$ cat config.mk
export PLATFORM = sky130hd
export DESIGN_NAME = const_alu_pipe
export DESIGN_NICKNAME = d
export VERILOG_FILES = /design/src/rtl/const_alu_pkg.sv /design/src/rtl/const_table.sv /design/src/rtl/const_alu_pipe.sv
export SDC_FILE = /design/constraint.sdc
export NUM_CORES = 1
export LEC_CHECK = 0
export ABC_CLOCK_PERIOD_IN_PS = 6600
export CAP_MARGIN = 10
export CELL_PAD_IN_SITES_DETAIL_PLACEMENT = 0
export CELL_PAD_IN_SITES_GLOBAL_PLACEMENT = 1
export CORE_UTILIZATION = 47
export CTS_CLUSTER_DIAMETER = 60
export DETAILED_ROUTE_END_ITERATION = 8
export HOLD_SLACK_MARGIN = 0.02
export PLACE_DENSITY = 0.85
export RECOVER_POWER = 100
export SYNTH_ARGS = -nofsm -noshare
export SYNTH_HDL_FRONTEND = slang
export SYNTH_SLANG_ARGS = --single-unit
export TNS_END_PERCENT = 20
$ cat constraint.sdc
create_clock -name clk_i -period 6.6 [get_ports clk_i]
set_input_delay 0.99 -clock clk_i [delete_from_list [all_inputs] [get_ports clk_i]]
set_output_delay 0.99 -clock clk_i [all_outputs]
set_load 0.005 [all_outputs]
$ cat src/rtl/const_alu_pkg.sv
// Shared types for the constant-operand ALU pipeline: opcode encoding and
// the per-result flag bundle produced by the stage-2 datapath.
package const_alu_pkg;

  typedef enum logic [1:0] {
    OP_ADD = 2'd0,
    OP_SUB = 2'd1,
    OP_ACC = 2'd2,
    OP_CMP = 2'd3
  } op_t;

  typedef struct packed {
    logic sticky_set;
    logic status;
  } res_flags_t;

  // CMP reports ordering, not overflow, so it never touches the sticky flag.
  function automatic logic affects_sticky(op_t op);
    return op != OP_CMP;
  endfunction

endpackage

$ cat src/rtl/const_table.sv
// NCONST x WIDTH constant register file: one write port, one combinational
// read port; a same-cycle write is not visible on the read port until the next edge.
module const_table #(
  parameter int                      WIDTH      = 8,
  parameter int                      NCONST     = 4,
  parameter logic [NCONST*WIDTH-1:0] CONST_INIT = {8'd100, 8'd10, 8'd5, 8'd1},
  localparam int                     SEL_W      = $clog2(NCONST)
) (
  input  logic             clk_i,
  input  logic             reset_n_i,
  input  logic             we_i,
  input  logic [SEL_W-1:0] waddr_i,
  input  logic [WIDTH-1:0] wdata_i,
  input  logic [SEL_W-1:0] raddr_i,
  output logic [WIDTH-1:0] rdata_o
);

  logic [WIDTH-1:0] tbl_q [NCONST];

  always_ff @(posedge clk_i or negedge reset_n_i) begin
    if (!reset_n_i) begin
      for (int i = 0; i < NCONST; i++) begin
        tbl_q[i] <= CONST_INIT[i*WIDTH +: WIDTH];
      end
    end else if (we_i) begin
      tbl_q[waddr_i] <= wdata_i;
    end
  end

  assign rdata_o = tbl_q[raddr_i];

endmodule

$ cat src/rtl/const_alu_pipe.sv
// Two-stage valid/ready ALU combining an operand with a run-time constant or
// the accumulator; stage 1 captures operands, stage 2 computes and holds the result.
module const_alu_pipe
  import const_alu_pkg::*;
#(
  parameter int                      WIDTH      = 8,
  parameter int                      NCONST     = 4,
  parameter logic [NCONST*WIDTH-1:0] CONST_INIT = {8'd100, 8'd10, 8'd5, 8'd1},
  parameter bit                      SATURATE   = 1'b0,
  localparam int                     SEL_W      = $clog2(NCONST)
) (
  input  logic             clk_i,
  input  logic             reset_n_i,
  input  logic             in_valid_i,
  output logic             in_ready_o,
  input  logic [WIDTH-1:0] in_data_i,
  input  logic [SEL_W-1:0] in_sel_i,
  input  logic [1:0]       in_op_i,
  input  logic             cfg_we_i,
  input  logic [SEL_W-1:0] cfg_addr_i,
  input  logic [WIDTH-1:0] cfg_data_i,
  input  logic             acc_clr_i,
  input  logic             sticky_clr_i,
  output logic             out_valid_o,
  input  logic             out_ready_i,
  output logic [WIDTH-1:0] out_data_o,
  output logic             out_status_o,
  output logic             sticky_ovf_o
);

  logic [WIDTH-1:0] k_rd;

  logic             s1_valid_q, s1_valid_d;
  logic [WIDTH-1:0] s1_a_q, s1_a_d;
  logic [WIDTH-1:0] s1_k_q, s1_k_d;
  op_t              s1_op_q, s1_op_d;

  logic             out_valid_q, out_valid_d;
  logic [WIDTH-1:0] out_data_q, out_data_d;
  logic             out_status_q, out_status_d;
  logic [WIDTH-1:0] acc_q, acc_d;
  logic             sticky_q, sticky_d;

  logic             s2_load;
  logic [WIDTH-1:0] acc_use;
  logic [WIDTH:0]   sum_add, diff_sub, sum_acc;
  logic [WIDTH-1:0] res_data;
  res_flags_t       res_flags;

  const_table #(
    .WIDTH     (WIDTH),
    .NCONST    (NCONST),
    .CONST_INIT(CONST_INIT)
  ) u_table (
    .clk_i    (clk_i),
    .reset_n_i(reset_n_i),
    .we_i     (cfg_we_i),
    .waddr_i  (cfg_addr_i),
    .wdata_i  (cfg_data_i),
    .raddr_i  (in_sel_i),
    .rdata_o  (k_rd)
  );

  assign s2_load    = !out_valid_q || out_ready_i;
  assign in_ready_o = !s1_valid_q || s2_load;

  always_comb begin
    s1_valid_d = s1_valid_q;
    s1_a_d     = s1_a_q;
    s1_k_d     = s1_k_q;
    s1_op_d    = s1_op_q;
    if (in_ready_o) begin
      s1_valid_d = in_valid_i;
      if (in_valid_i) begin
        s1_a_d  = in_data_i;
        s1_k_d  = k_rd;
        s1_op_d = op_t'(in_op_i);
      end
    end
  end

  // A clear on the same edge as an ACC entering stage 2 makes that ACC start from zero.
  assign acc_use  = acc_clr_i ? '0 : acc_q;
  assign sum_add  = {1'b0, s1_a_q} + {1'b0, s1_k_q};
  assign diff_sub = {1'b0, s1_a_q} - {1'b0, s1_k_q};
  assign sum_acc  = {1'b0, acc_use} + {1'b0, s1_a_q};

  always_comb begin
    res_data         = sum_add[WIDTH-1:0];
    res_flags.status = 1'b0;
    case (s1_op_q)
      OP_ADD: begin
        res_flags.status = sum_add[WIDTH];
        res_data         = (SATURATE && sum_add[WIDTH]) ? '1 : sum_add[WIDTH-1:0];
      end
      OP_SUB: begin
        res_flags.status = diff_sub[WIDTH];
        res_data         = (SATURATE && diff_sub[WIDTH]) ? '0 : diff_sub[WIDTH-1:0];
      end
      OP_ACC: begin
        res_flags.status = sum_acc[WIDTH];
        res_data         = (SATURATE && sum_acc[WIDTH]) ? '1 : sum_acc[WIDTH-1:0];
      end
      OP_CMP: begin
        res_flags.status = (s1_a_q >= s1_k_q);
        res_data         = (s1_a_q >= s1_k_q) ? s1_a_q : s1_k_q;
      end
      default: ;
    endcase
    res_flags.sticky_set = res_flags.status && affects_sticky(s1_op_q);
  end

  always_comb begin
    out_valid_d  = out_valid_q;
    out_data_d   = out_data_q;
    out_status_d = out_status_q;
    acc_d        = acc_clr_i ? '0 : acc_q;
    sticky_d     = sticky_clr_i ? 1'b0 : sticky_q;
    if (s2_load) begin
      out_valid_d = s1_valid_q;
      if (s1_valid_q) begin
        out_data_d   = res_data;
        out_status_d = res_flags.status;
        if (s1_op_q == OP_ACC) begin
          acc_d = res_data;
        end
        if (res_flags.sticky_set) begin
          sticky_d = 1'b1;
        end
      end
    end
  end

  always_ff @(posedge clk_i or negedge reset_n_i) begin
    if (!reset_n_i) begin
      s1_valid_q   <= 1'b0;
      s1_a_q       <= '0;
      s1_k_q       <= '0;
      s1_op_q      <= OP_ADD;
      out_valid_q  <= 1'b0;
      out_data_q   <= '0;
      out_status_q <= 1'b0;
      acc_q        <= '0;
      sticky_q     <= 1'b0;
    end else begin
      s1_valid_q   <= s1_valid_d;
      s1_a_q       <= s1_a_d;
      s1_k_q       <= s1_k_d;
      s1_op_q      <= s1_op_d;
      out_valid_q  <= out_valid_d;
      out_data_q   <= out_data_d;
      out_status_q <= out_status_d;
      acc_q        <= acc_d;
      sticky_q     <= sticky_d;
    end
  end

  assign out_valid_o  = out_valid_q;
  assign out_data_o   = out_data_q;
  assign out_status_o = out_status_q;
  assign sticky_ovf_o = sticky_q;

endmodule
== Word level (Yosys, flattened, before mapping) ==
Cells that the tools add are included.

* Flip-flop bits (word level): 70
* Bits of input ports: 29

* Muxes and demuxes: 17
* Reductions and logical operators: 9
* Equality and inequality tests: 4
* Bitwise operators: 2
* Magnitude comparators: 4
* Add/subtract/negate cells: 3

{| class="wikitable"
|+ Operator list
! cell !! number
|-
| 8-bit 2-to-1 mux || 8
|-
| 32-bit bitwise mux || 1
|-
| 8-bit case mux with 4 select lines || 1
|-
| 8-bit by 8-bit adder with 9-bit output || 2
|-
| 8-bit binary-select mux with 2-bit select || 1
|-
| 8-bit demux with 2-bit select || 1
|-
| 8-bit by 8-bit subtractor with 9-bit output || 1
|-
| 8-bit greater-or-equal comparator || 1
|-
| 3-bit greater-or-equal comparator (second input constant) || 2
|-
| 2-bit NOT with 3-bit output || 2
|-
| 2-bit equality test (second input constant) || 2
|-
| 1-bit 2-to-1 mux || 4
|-
| 1-bit case mux with 4 select lines || 1
|-
| 2-bit AND reduction || 2
|-
| 3-bit by 1-bit less-than comparator with 1-bit output (second input constant) || 1
|-
| 2-bit by 1-bit equality test with 1-bit output (second input constant) || 1
|-
| 1-bit logical AND || 2
|-
| 1-bit zero test || 2
|-
| 2-bit zero test || 1
|-
| 1-bit logical OR || 2
|-
| 2-bit inequality test (second input constant) || 1
|}

== Longest topological paths before layout ==
Gate-level depths: netlist of the first run.

* Depth in word-level cells: 7
* Gate-level depth with buffers: 11
* Mapped depth without buffers: 11

== Cells and area by module ==
Synthesis of the first run repeated with hierarchy kept, for this count alone.

* Cell total of the unflattened synthesis: 369
* Area total of the unflattened synthesis: 4201.5 um^2

{| class="wikitable"
|+ By module, submodules not included
! module !! area each (um^2) !! sequential area each (um^2) !! times used !! cells each
|-
| const_alu_pipe || 2790.2 || 950.9 || 1 || 291
|-
| const_table || 1411.4 || 810.8 || 1 || 78
|}

== Worst setup path after synthesis of the first run ==
No wires, ideal clock.

* Path type: in2reg
* From: input acc_clr_i
* To: register out_data_q[6], in the netlist out_data_o[6]
* Slack: 3.896 ns
* Stages on the path: 10
* Buffers on the path: 0
* Data arrival time: 2.609 ns
* Data required time: 6.505 ns
* Path through: nor2b_1 > ha_1 > fa_1 > a21o_1 > o2111ai_1 > nand2_1 > xnor2_1 > a21o_1 > and4b_1 > o31ai_1

* Longest elaborated chain between the ends: 3

{| class="wikitable"
|+ Ends and longest elaborated chain
! what !! RTL line !! RTL
|-
| start: declaration || const_alu_pipe.sv:22 || <nowiki>input logic acc_clr_i,</nowiki>
|-
| 8-bit 2-to-1 mux || const_alu_pipe.sv:83 || <nowiki>assign acc_use = acc_clr_i ? '0 : acc_q;</nowiki>
|-
| 8-bit by 8-bit adder with 9-bit output || const_alu_pipe.sv:86 || <nowiki>assign sum_acc = {1'b0, acc_use} + {1'b0, s1_a_q};</nowiki>
|-
| 8-bit case mux with 4 select lines || const_alu_pipe.sv:91 || <nowiki>case (s1_op_q)</nowiki>
|-
| end signal: assignment || const_alu_pipe.sv:151 || <nowiki>out_data_q <= out_data_d;</nowiki>
|-
| end: declaration || const_alu_pipe.sv:39 || <nowiki>logic [WIDTH-1:0] out_data_q, out_data_d;</nowiki>
|}

Every way passes these cells.
A chain may end at the register's enable or synchronous reset.

==> reports/qor.txt, run 1 <==
Core ar.: 8720 sq um
largest cells by area after synthesis: dfrtp_1 36%, mux2_2 14%, ha_1 7.1%
Root Driver: clkbuf_8
Crit-path slowest cell: clkbuf_1
CP Launch Type: input port
status: complete, but fails checks
syn nets: 438
failing checks: max-capacitance violations, max-slew violations
via count: 2,994
maximum clock path buffer count: 2
hold_buf cts: 0
CP peak stage delay: 2.55 ns
worst vdd ir: 0.164 mV
vias in the first global route: 3,012
CP endpoint kind: async pin
Post-Route Setup TNS: 0 ns
critical-path cell list: buf_2, clkbuf_1
Total Wirelength: 8.78 mm
first-pass GRT wire length: 15.1 mm
CP max FO: 70
Final GP Congestion: 0.802
Layout Skew: 0.0131 ns
Critical Path AT: 3.66 ns
WP buf/inv: 2
Slew HR: -143%
Setup-failing EPs final: 0
worst skew pair latency: 0.35 ns
Synth top area share: 36.5%
Worst-path clk slew: 0.08 ns
RSZ-0062 raised after global routing: no
Final Max Slew Viols: 71
Post-Syn Instances: 382
# nets final: 474
Netlist cell types: 55
Tightest Hold Check Type: flop to flop
Setup Fix Bufs, Post-CTS: 0
largest net degree at the start of global routing: 71
#FFs+latches synth: 70
GRT Total Usage: 20.1%
number of synthesized flops with an enable pin: 0
filler instances: 771
Post-synth top cells: 62 x dfrtp_1, 54 x mux2_2, 24 x ha_1, 24 x nor2_1, 19 x nand2_1
DRC: 0
Final Hold Fails: 0
Inserted Diodes: 0
die area: 9430 sq um
MaxCap Viol Count: 1
die height: 97.1 um
sequential-to-total area share from yosys stat: 41.4%
crit-path leading delay family: buffers and inverters
leak pwr: 2.13 nW
worst slew pin tran: 3.64 ns
drt wl/cell: 16.5 um
site row count: 34
total CTS buffers: 9
Post-synth ARST share: 100%
Layout area overhead: 15.7%
Cell Area, Synth: 4250 sq um
initial DRC count: 89
Die W: 97.1 um
Max H-tree Level: 3
initial antenna violation count: 0
count leader, synth: dfrtp_1
Initial DRT Pass Iterations: 4
CP required: 6.23 ns
Initial Utilization: 48.8%
CTS Sinks: 70
Via density: 5.64
post-synth top area cell: dfrtp_1
P per Cell Area: 342 nW/um^2
number of top-level pins: 41
Period Utilization, post-route: 61.1%
PostCTS Resize Cnt: 0
prevailing post-synth register cell: dfrtp_1
fraction of layout cells with a size suffix above 1: 21.5%
count of input and output buffers: 40
GRT Residual Overflow: 0
number of synthesis warnings: 0
total power draw: 0.00168 W
post-DP HPWL: 6.51 mm
CTS tree: built
Peak Freq: 248 MHz
Post-Syn Area per Cell: 11.1 sq um
Crit Path Class: input port to async pin
antenna-violating nets left: 0
Final Critical Period: 4.03 ns
==> registers in the layout (all words and copies together), names as in the netlist <==
register and cells:
out_valid_o 1, s1_valid_q 1, out_data_o 8, acc_q 8, s1_a_q 8, s1_op_q 2
out_status_o 1, sticky_ovf_o 1, s1_k_q 8, u_table.tbl_q 32
==> layout by cell type (no fill, tap or decap), types with 10 or more instances in the layout <==
master | synthesis | layout
a21oi_1 | 18 | 18
clkdlybuf4s50_1 | 0 | 24
dfrtp_1 | 62 | 62
dlygate4sd3_1 | 0 | 15
ha_1 | 24 | 24
inv_1 | 16 | 16
mux2_2 | 54 | 54
nand2_1 | 19 | 19
nor2_1 | 24 | 24
nor2b_1 | 13 | 13
o21ai_0 | 13 | 14
xnor2_1 | 10 | 10
==> kinds of logic (layout without fill, tap and decap cells) <==
family                   Yosys count  count (layout)  synth area share [%]
buffers and inverters             33              74                  3.09
XOR/XNOR                          17              17                  3.50
multiplexers                      67              67                  20.0
AND/OR/NAND/NOR                   92              92                  11.0
flip-flops                        70              70                  41.4
adder cells (fa/ha/maj)           27              27                  8.48
AO/OA/AOI/OAI                     76              76                  12.5
==> worst paths after layout <==
kind                       cells past startpoint          start  slack [ns]       endpoint
setup / recovery                               2      reset_n_i        2.57      s1_k_q[4]
hold / removal                                 2  out_data_o[6]        0.49  out_data_o[6]
setup reg to reg                               7      s1_a_q[4]        3.26  out_data_o[1]
hold reg to reg                                2  out_data_o[6]        0.49  out_data_o[6]
max in group clk_i                            10      acc_clr_i        3.18       acc_q[5]
min in group asynchronous                      2      reset_n_i        1.99    out_valid_o
==> where the power goes <==
group          switching [W]  internal (W)
Combinational       0.000334      0.000338
Sequential         0.0000806      0.000534
Clock               0.000180      0.000216
==> through the flow <==
step	instances	cell area, sq um	hold WS (ns)	util (%)	setup slack, ns
CTS	531	4950	0.505	56.7	3.27
floorplan	382	4250	0.457	-	3.90
global placement	515	4730	0.465	54.2	3.06
finish	531	4920	0.490	56.4	2.57
detailed placement	515	4730	0.486	54.2	2.90
global route	531	4920	0.519	56.4	1.69
==> cell type report <==
cell class	count	area [sq um]	share of cell area [%]
inverters	16	60.1	1.22
well taps	108	135	2.75
flip-flops and latches	70	1760	35.8
repair buffers	42	403	8.19
clock buffers	10	128	2.59
multi-input cells	279	2340	47.5
clock inverters	6	93.8	1.91
==> routing by layer <==
metal | vias up | GRT usage, % | share of wire, %
li1 | 1461 | - | -
met1 | 1475 | 27.1 | 48
met2 | 48 | 33.5 | 48
met3 | 10 | 3.45 | 3.1
met4 | 0 | 5.17 | 0.93
met5 | - | 0 | 0
Power figures use the tool's default switching activity.
==> run 2: changes to the inputs <==
--- a/config.mk
+++ b/config.mk
@@ -5,15 +5,15 @@
 export SDC_FILE = /design/constraint.sdc
 export NUM_CORES = 1
 export LEC_CHECK = 0
-export ABC_CLOCK_PERIOD_IN_PS = 6600
+export ABC_CLOCK_PERIOD_IN_PS = 3450
 export CAP_MARGIN = 10
 export CELL_PAD_IN_SITES_DETAIL_PLACEMENT = 0
 export CELL_PAD_IN_SITES_GLOBAL_PLACEMENT = 1
-export CORE_UTILIZATION = 47
+export CORE_UTILIZATION = 42
 export CTS_CLUSTER_DIAMETER = 60
 export DETAILED_ROUTE_END_ITERATION = 8
 export HOLD_SLACK_MARGIN = 0.02
-export PLACE_DENSITY = 0.85
+export PLACE_DENSITY = 0.8
 export RECOVER_POWER = 100
 export SYNTH_ARGS = -nofsm -noshare
 export SYNTH_HDL_FRONTEND = slang
==> constraint.sdc (replaced) <==
create_clock -name clk_i -period 3.45 [get_ports clk_i]
set_input_delay 0.5175 -clock clk_i [delete_from_list [all_inputs] [get_ports clk_i]]
set_output_delay 0.5175 -clock clk_i [all_outputs]
set_load 0.005 [all_outputs]
==> run 2 against run 1 <==
The flow still finishes with violations (max-capacitance violations, max-slew violations). Combinational power grew 95%. Register-to-register slack lost 2.8 ns. Count of clock-buffer cells in the layout shrank 1. Clock power grew 95%. Critical path type is now flop to flop. Worst setup slack lost 2.1 ns. Global-route usage shrank 0.31 points.
==> reports/qor.txt, run 2 (synthesis results as in run 1) <==
P per Cell Area: 653 nW/um^2
die height: 103 um
drt wl/cell: 16.2 um
initial antenna violation count: 0
Slew HR: -12.1%
failing checks: max-capacitance violations, max-slew violations
filler instances: 882
Total Wirelength: 9.08 mm
Crit-path slowest cell: o32ai_1
CP max FO: 9
fraction of layout cells with a size suffix above 1: 22.3%
CP endpoint kind: flop
Die W: 103 um
first-pass GRT wire length: 15.8 mm
worst slew pin tran: 1.68 ns
Largest register FFs: 32
hold_ws: 0.475 ns
CP Launch Type: flop
site row count: 36
Layout Skew: 0.00858 ns
Core ar.: 9770 sq um
most frequent cells in the layout: 62 x dfrtp_1, 54 x mux2_2, 25 x nor2_1, 24 x ha_1, 24 x clkdlybuf4s50_1
Final Critical Period: 3.00 ns
worst vdd ir: 0.306 mV
status: complete, but fails checks
initial DRC count: 129
count of input and output buffers: 40
GRT Total Usage: 19.7%
Period Utilization, post-route: 86.8%
CTS tree: built
leak pwr: 2.15 nW
final worst slack: 0.454 ns
total CTS buffers: 9
die area: 10,500 sq um
GRT Residual Overflow: 0
Root Driver: clkbuf_8
number of top-level pins: 41
Reg with most FFs: u_table.tbl_q
antenna-violating nets left: 0
MaxCap Viol Count: 1
# nets final: 477
vias in the first global route: 3,146
Max H-tree Level: 3
Initial Utilization: 43.5%
Initial DRT Pass Iterations: 4
CP peak stage delay: 0.65 ns
Critical Path AT: 3.23 ns
critical-path cell list: ha_1, nor2_1, a21oi_1, o32ai_1, o21ai_4, mux2i_1, mux4_2, mux2_2
Post-Route Setup TNS: 0 ns
DRC: 0
hold_buf cts: 0
PostCTS Resize Cnt: 0
Worst-path clk slew: 0.08 ns
post-DP HPWL: 6.83 mm
via count: 3,031
DP Worst Slack: 0.218 ns
RSZ-0062 raised after global routing: no
largest net degree at the start of global routing: 71
Setup-failing EPs final: 0
commonest non-fill, non-tap cell in the layout: dfrtp_1
CTS Sinks: 70
Crit Path Class: flop to flop
Setup Fix Bufs, Post-CTS: 0
Peak Freq: 334 MHz
WP buf/inv: 0
Tightest Hold Check Type: flop to flop
crit-path leading delay family: compound AO/OA/AOI/OAI gates
maximum clock path buffer count: 2
Final GP Congestion: 0.840
worst skew pair latency: 0.35 ns
CP required: 3.69 ns
Final Hold Fails: 0
Inserted Diodes: 0
Layout area overhead: 17.1%
Via density: 5.42
Final Max Slew Viols: 71
run 2: through the flow:
step	power (W)	utilization [%]	cell area, sq um	std cells
final	0.00325	50.9	4980	559
after global routing	0.00349	50.9	4980	559
after CTS	0.00333	51.2	5010	559
after detailed placement	0.00255	48.9	4780	543
after global placement	0.00252	48.9	4780	543
after floorplan	0.00213	-	4250	382
run 2: final timing paths:
check	start	end	slack, ns	cells past startpoint
max reg2reg	s1_a_q[2]	out_data_o[1]	0.45	8
min in group asynchronous	reset_n_i	out_data_o[3]	0.68	2
min	out_data_o[6]	out_data_o[6]	0.47	2
max in group asynchronous	reset_n_i	u_table.tbl_q[31]	1.76	2
min reg2reg	out_data_o[6]	out_data_o[6]	0.47	2
max	s1_a_q[2]	out_data_o[1]	0.45	8
run 2: worst min-delay path: stages (launching register included):
cell	delay (ns)
dfrtp_1	0.34
nand2_1	0.05
o31ai_1	0.05
run 2: area by class of cell:
type	count	area [sq um]	area share, %
Tap cell	133	166	3.34
Clock inverter	7	103	2.06
Multi-Input combinational cell	279	2340	46.9
Sequential cell	70	1760	35.4
Clock buffer	9	124	2.49
Inverter	16	60.1	1.21
Timing Repair Buffer	45	427	8.57
run 2: per-layer routing:
layer / routed length, um / global-route usage (%)
met1: 4180 / 25.3
met2: 4440 / 33.5
met3: 314 / 4.61
met4: 140 / 5.38
met5: 0 / 0
run 2: report_power, final:
part           total, W  internal (W)  switching (W)  leakage (nW)
Sequential      0.00117       0.00102       0.000150         0.833
Clock          0.000771      0.000416       0.000355         0.111
Combinational   0.00131      0.000653       0.000655          1.21
